===== config.mk =====
export PLATFORM = sky130hd
export DESIGN_NAME = hazard_unit
export DESIGN_NICKNAME = d
export VERILOG_FILES = /design/src/rtl/hazard_unit.sv
export SDC_FILE = /design/constraint.sdc
export NUM_CORES = 1
export LEC_CHECK = 0
export CORE_MARGIN = 8
export CORE_UTILIZATION = 36
export DETAILED_ROUTE_END_ITERATION = 6
export HOLD_SLACK_MARGIN = 0.15
export PLACE_DENSITY_LB_ADDON = 0.2
export SLEW_MARGIN = 20
export SYNTH_ARGS = -nofsm -noshare
export SYNTH_HDL_FRONTEND = slang
export SYNTH_SLANG_ARGS = --single-unit

===== constraint.sdc =====
create_clock -name clk -period 2.66 [get_ports clk]
set_input_delay 0.399 -clock clk [delete_from_list [all_inputs] [get_ports clk]]
set_output_delay 0.399 -clock clk [all_outputs]
set_load 0.01 [all_outputs]

===== src/rtl/hazard_unit.sv =====
// Hazard controller for the 5-stage core: operand forwarding, load/branch/mul-div
// stalls, and a small FSM that tracks the multi-cycle mul/div unit with a watchdog.
module hazard_unit #(
  parameter int MD_TIMEOUT = 64,
  parameter int CNT_W      = 16
) (
  input  logic             clk,
  input  logic             rst,
  input  logic [4:0]       rsD,
  input  logic [4:0]       rtD,
  input  logic [4:0]       rsE,
  input  logic [4:0]       rtE,
  input  logic [4:0]       writeRegE,
  input  logic [4:0]       writeRegM,
  input  logic [4:0]       writeRegW,
  input  logic             regWriteE,
  input  logic             regWriteM,
  input  logic             regWriteW,
  input  logic             memToRegE,
  input  logic             memToRegM,
  input  logic             branchD,
  input  logic             mdReadD,
  input  logic             mdOpD,
  input  logic             mdStartE,
  input  logic             mdDone,
  output logic [1:0]       forwardAE,
  output logic [1:0]       forwardBE,
  output logic             forwardAD,
  output logic             forwardBD,
  output logic             stallF,
  output logic             stallD,
  output logic             flushE,
  output logic             mdBusy,
  output logic             mdTimeout,
  output logic [CNT_W-1:0] stallCnt
);

  localparam int BCNT_W = ($clog2(MD_TIMEOUT) + 1 > 8) ? $clog2(MD_TIMEOUT) + 1 : 8;
  localparam logic [BCNT_W-1:0] BCNT_LAST = BCNT_W'(MD_TIMEOUT - 1);

  typedef enum logic {IDLE = 1'b0, BUSY = 1'b1} md_state_t;

  md_state_t         state_q, state_d;
  logic [BCNT_W-1:0] bcnt_q, bcnt_d;
  logic              md_busy_q, md_busy_d;
  logic              md_timeout_q, md_timeout_d;
  logic [CNT_W-1:0]  stall_cnt_q, stall_cnt_d;

  logic lw_stall, br_stall, md_stall, stall;

  // r0 is hardwired to zero, so a write to it never produces a dependency
  function automatic logic reg_hit(input logic [4:0] dst, input logic [4:0] src);
    return (dst != 5'd0) && (dst == src);
  endfunction

  always_comb begin
    forwardAE = 2'b00;
    forwardBE = 2'b00;
    forwardAD = 1'b0;
    forwardBD = 1'b0;
    if (rst) begin
      if (regWriteM && reg_hit(writeRegM, rsE))      forwardAE = 2'b10;
      else if (regWriteW && reg_hit(writeRegW, rsE)) forwardAE = 2'b01;
      if (regWriteM && reg_hit(writeRegM, rtE))      forwardBE = 2'b10;
      else if (regWriteW && reg_hit(writeRegW, rtE)) forwardBE = 2'b01;
      forwardAD = regWriteM && reg_hit(writeRegM, rsD);
      forwardBD = regWriteM && reg_hit(writeRegM, rtD);
    end
  end

  always_comb begin
    lw_stall = memToRegE && regWriteE &&
               (reg_hit(writeRegE, rsD) || reg_hit(writeRegE, rtD));
    br_stall = branchD &&
               ((regWriteE && (reg_hit(writeRegE, rsD) || reg_hit(writeRegE, rtD))) ||
                (memToRegM && (reg_hit(writeRegM, rsD) || reg_hit(writeRegM, rtD))));
    // mdStartE term closes the gap before the FSM registers BUSY
    md_stall = (mdReadD || mdOpD) && ((state_q == BUSY) || mdStartE);
    stall    = rst && (lw_stall || br_stall || md_stall);
  end

  assign stallF    = stall;
  assign stallD    = stall;
  assign flushE    = !rst || stall;
  assign mdBusy    = md_busy_q;
  assign mdTimeout = md_timeout_q;
  assign stallCnt  = stall_cnt_q;

  always_comb begin
    state_d      = state_q;
    bcnt_d       = bcnt_q;
    md_timeout_d = md_timeout_q;
    case (state_q)
      IDLE: begin
        if (mdStartE) begin
          state_d = BUSY;
          bcnt_d  = '0;
        end
      end
      BUSY: begin
        if (mdStartE) begin
          bcnt_d = '0;
        end else if (mdDone) begin
          state_d = IDLE;
        end else if (bcnt_q == BCNT_LAST) begin
          state_d      = IDLE;
          md_timeout_d = 1'b1;
        end else begin
          bcnt_d = bcnt_q + 1'b1;
        end
      end
      default: state_d = IDLE;
    endcase
    md_busy_d   = (state_d == BUSY);
    stall_cnt_d = (stallD && !(&stall_cnt_q)) ? stall_cnt_q + 1'b1 : stall_cnt_q;
  end

  always_ff @(posedge clk) begin
    if (!rst) begin
      state_q      <= IDLE;
      bcnt_q       <= '0;
      md_busy_q    <= 1'b0;
      md_timeout_q <= 1'b0;
      stall_cnt_q  <= '0;
    end else begin
      state_q      <= state_d;
      bcnt_q       <= bcnt_d;
      md_busy_q    <= md_busy_d;
      md_timeout_q <= md_timeout_d;
      stall_cnt_q  <= stall_cnt_d;
    end
  end

endmodule


# After elaboration in Yosys (flattened, before gate mapping)
# Index checks and enable logic that the tools add are counted.
dict set report totals {
  ram_bits 0
  ff_bits 26
  mem_bits_ro 0
  out_inout_bits 27
  n_memories 0
  elab_cells 77
  latchBits 0
}
dict set report op_classes {
  reduce_logical 38
  addsub 2
  n_eq_ne 12
  n_mul 0
  mux 18
  div 0
  bitwise 3
  n_lt_le_gt_ge 0
  n_shift 0
}
# op count
set ops {}
lappend ops {{$eq 5x5->1} 8}
lappend ops {{$mux 8} 4}
lappend ops {{$logic_and 1x1->1} 22}
lappend ops {{$add 16x1->16 const B} 1}
lappend ops {{$pmux 8 s2} 1}
lappend ops {{$reduce_and 16->1} 1}
lappend ops {{$reduce_bool 5->1} 3}
lappend ops {{$add 8x1->8 const B} 1}
lappend ops {{$eq 8x6->1 const B} 1}
lappend ops {{$logic_or 1x1->1} 8}
lappend ops {{$mux 1} 8}
lappend ops {{$mux 2} 4}
lappend ops {{$ne 3x3->1 const B} 2}
lappend ops {{$reduce_and 4->1} 1}
lappend ops {{$not 1->1} 3}
lappend ops {{$reduce_and 3->1} 1}
lappend ops {{$logic_not 1->1} 2}
lappend ops {{$ne 2x2->1 const B} 1}
lappend ops {{$pmux 1 s2} 1}

# Logic depth before layout (Yosys ltp)
dict set report depth {
  depth_word 10
  ltp_mapped 10
  depth_no_buf 8
}

# Worst setup path before layout
# No wires, ideal clock.
dict set report synth_timing {
  kind {input to output}
  from {in writeRegM[4]}
  to {out stallF}
  path_slack_ns 0.633
  required_ns 2.261
  arrival_time_ns 1.628
  cell_stages 8
  cell_sequence {buf_6 > xnor2_1 > nand3_1 > nor3_2 > o2111a_2 > nor2_1 > nor2_1 > buf_4}
}
dict set report synth_between {
  elab_chain_len 9
  elab_cells_between_ends 12
  classes_between {eq/ne: 2; reduce/logical: 10}
}
# element line_no
set synth_lines {}
lappend synth_lines {{start, declared} 14} ;# input logic [4:0] writeRegM,
lappend synth_lines {{$eq 5x5->1 or $reduce_bool 5->1 (tied branches)} 53} ;# return (dst != 5'd0) && (dst == src);
lappend synth_lines {{$logic_and 1x1->1} 53}
lappend synth_lines {{$logic_or 1x1->1 (*)} 76} ;# (memToRegM && (reg_hit(writeRegM, rsD) || reg_hit(writeRegM, rtD))));
lappend synth_lines {{$logic_and 1x1->1 (*)} 76}
lappend synth_lines {{$logic_or 1x1->1 (*)} 75} ;# ((regWriteE && (reg_hit(writeRegE, rsD) || reg_hit(writeRegE, rtD))) ||
lappend synth_lines {{$logic_and 1x1->1 (*)} 74} ;# br_stall = branchD &&
lappend synth_lines {{$logic_or 1x1->1 (*) (2 in series)} 79} ;# stall = rst && (lw_stall || br_stall || md_stall);
lappend synth_lines {{$logic_and 1x1->1 (*)} 79}
lappend synth_lines {{end, declared} 30} ;# output logic stallF,
# Every way passes the cells marked *; elsewhere a longest branch is shown, timed or not.

# Worst setup path after layout
dict set report layout_timing {
  from {in writeRegE[1]}
  to {out stallD}
}
dict set report layout_between {
  elab_chain_len 9
  elab_cells_between_ends 13
  classes_between {eq/ne: 2; reduce/logical: 11}
}
# element line_no
set layout_lines {}
lappend layout_lines {{start, declared} 13} ;# input logic [4:0] writeRegE,
lappend layout_lines {{$eq 5x5->1 or $reduce_bool 5->1 (tied branches)} 53}
lappend layout_lines {{$logic_and 1x1->1} 53}
lappend layout_lines {{$logic_or 1x1->1 (*)} {73, 75}}
lappend layout_lines {{$logic_and 1x1->1} 75}
lappend layout_lines {{$logic_or 1x1->1} 75}
lappend layout_lines {{$logic_and 1x1->1} 74}
lappend layout_lines {{$logic_or 1x1->1 (*) (2 in series)} 79}
lappend layout_lines {{$logic_and 1x1->1 (*)} 79}
lappend layout_lines {{end, declared} 31} ;# output logic stallD,
# Marks and branches as above.

==> metrics <==
Final Util=56.3%; layout cells sized above 1=about 12%; largest family of logic cells by synthesized area=simple AND/OR/NAND/NOR gates; nets=between 300 and 400; Static Leak=between 1 and 1.5 nW; Clk Tree Root Cell=clkbuf_8; XOR/XNOR share of the synthesized area=a little under a quarter; Post-Place Cells=375; cell with the most instances after synthesis=xor2_1; Post-Route WL=a little over 5000 um; DP HPWL=4100 um; area of the multi-input gates=1250 um2; Peak supply drop=about 150 uV; Post-Syn Instances=between 200 and 250; startpoint type of the worst setup path=primary input; H-tree depth=1; layout filler cell count=between 400 and 500; Synth area leader=dfxtp_1; GR Util All Layers=about 13%; post-synthesis mux area share=around 2.2%; #FFs+latches synth=26; status=completed; final setup vio count=0; antenna violations before repair=0; Synth warnings=0; Async S/R FF share, synth=0%; number of CTS-inserted buffers=3; r2r worst-path depth=8; Setup TNS=0 ns; Top-Level Pins=between 70 and 80; pin count of the biggest net entering global routing=24; residual DRC count=0; Post-synth EDFFs=0; area growth from synthesis to layout=53.9%; mean routed wirelength per cell=roughly 13 um; gr ovfl total=0; via count=1881; Die ar.=7630 um2; synth unique cells=39; ys flop type=dfxtp_1; First-pass DRT Iterations=4; Die W=slightly below 90 um; fmax=around 390 MHz; DRT iter0 DRCs=96; Initial Util=~37%; Final Hold Viols=0; Arr. time, crit path=roughly 2.2 ns; number of vias per cell=~5.0; Ant. Diodes=0; row cnt=26; fin cells=380; Die Height=about 87 um; number of routed nets with antenna violations=0; port bufs=73; post-synth top area share=between 20% and 30%; CTS Buffer Depth=2; GP Congestion=approximately 0.81; Synth Area in Compound Gates=roughly a tenth; max-cap viol count=0; Synth top cells by count=xor2_1, dfxtp_1, nor2_1; clock sink count=26; Synth Area in Simple Gates=between 20 and 30%; type of the worst min-delay path=flop to flop; dominant cells by area after synthesis=dfxtp_1, xor2_1, xnor2_1; Crit Path Class=primary input to output pin; Final Cycle Share=97.2%; adder-cell share of the synthesized area=approximately 1.4%; CORE AREA=between 5000 and 6000 um2; Mapped Area=1830 um2; Syn Area/Cell=about 8.2 um2; Hold Path Depth=2; FF/Latch Area=520 um2; worst path required time=about 2.3 ns; minimum clock period=~2.6 ns; Crit Path Max Fanout=3; number of global-route vias before repair=1914; slew margin rel.=between 60 and 70%; clk slew on worst S/H paths=about 0.090 ns; first-pass GRT wire length=roughly 8400 um; Slew Limit Fails=0; power density cells=311 nW/um2; syn nets=~270; worst skew pair latency=between 0.2 and 0.3 ns; CTS tree=yes; Crit. End Element=output pin; clock skew=approximately 0.0042 ns; Worst-Margin Slew=about 0.52 ns; register area share after synthesis=about 28%
[worst paths after layout]
| check | start | endpoint | slack, ns |
|---|---|---|---|
| max | writeRegE[1] | stallD | 0.08 |
| min | mdTimeout$_SDFFE_PN0P_ | mdTimeout$_SDFFE_PN0P_ | 0.48 |
| max reg2reg | bcnt_q[0]$_SDFFE_PN0P_ | bcnt_q[7]$_SDFFE_PN0P_ | 0.60 |
| min reg2reg | mdTimeout$_SDFFE_PN0P_ | mdTimeout$_SDFFE_PN0P_ | 0.48 |
[power by group]
group | leakage, nW | internal (mW) | switching, mW
clock network | 0.0216 | 0.101 | 0.116
registers | 0.210 | 0.395 | 0.00886
logic | 0.859 | 0.145 | 0.110
[worst max-delay path, stage by stage]
cell and delay, ns:
clkdlybuf4s50_1 0.47, or4_4 0.56, o221ai_2 0.17, o21ai_2 0.09, nor2_2 0.13, nor2_1 0.07
dlygate4sd2_1 0.29
[routing by layer]
| layer | global-route usage, % | part of all wire (%) |
|---|---|---|
| met1 | 15.6 | 44 |
| met2 | 22.7 | 47 |
| met3 | 4.81 | 8.5 |
| met4 | 3.91 | 0.83 |
| met5 | 0 | 0 |
[logic make-up (layout without fill, tap and decap cells)]
group	count (synthesis)	count (layout)
fa+ha+maj	2	2
simple gates	100	100
mux	4	4
buf+inv	15	102
xor+xnor	50	50
compound gates	26	26
flops	26	26
[per-stage QoR]
stage	hold WS [ns]	power, mW	cell area [um2]	setup slack, ns
floorplan	0.472	0.527	1830	0.633
global placement	0.463	0.665	2730	-0.169
detailed placement	0.466	0.668	2730	-0.182
CTS	0.487	0.882	2800	0.0253
global route	0.526	0.919	2820	-0.0121
finish	0.478	0.876	2820	0.0752
[timing repair]
item | CTS | global route
buffers inserted | 2 | 0
pin swaps | 1 | 0
gates cloned | 0 | 0
gates resized for setup | 14 | 7
endpoints found under the setup margin | 7 | 8
hold buffers | 0 | 0
[cells in the final DEF, fill, tap and decap left out, types with 2 or more instances in the layout]
cell             instances
and2_1                   3
inv_1                    2
nor2_1                  24
o21ai_0                  2
dlymetal6s2s_1           3
dlygate4sd2_1            8
nor4_2                   2
buf_4                   22
and3_1                   6
nor3_2                   3
nand2b_1                 2
nand3_1                 14
clkbuf_8                 3
or4_1                   10
o211ai_1                 4
nor3_1                   3
mux2i_1                  4
o31ai_1                  4
xor2_1                  36
and4_1                   2
nand2_1                 19
dfxtp_1                 26
xnor2_1                 14
ha_1                     2
o2111ai_1                2
o21bai_1                 2
nand4_1                  2
clkdlybuf4s50_1         61
nor4_1                   4
a21oi_1                  6
o21ai_2                  2
[state kept, by name, indices dropped and copies added (netlist names)]
signal and cells:
mdBusy 1, stallCnt 16, bcnt_q 8, mdTimeout 1
[cell type report]
class | instances | share of cell area [%]
Sequential cell | 26 | 18.5
Clock buffer | 3 | 1.46
Multi-Input combinational cell | 182 | 44.2
Inverter | 3 | 0.399
Timing Repair Buffer | 96 | 32.3
Tap cell | 70 | 3.11
(Power assumes the default switching activity.)
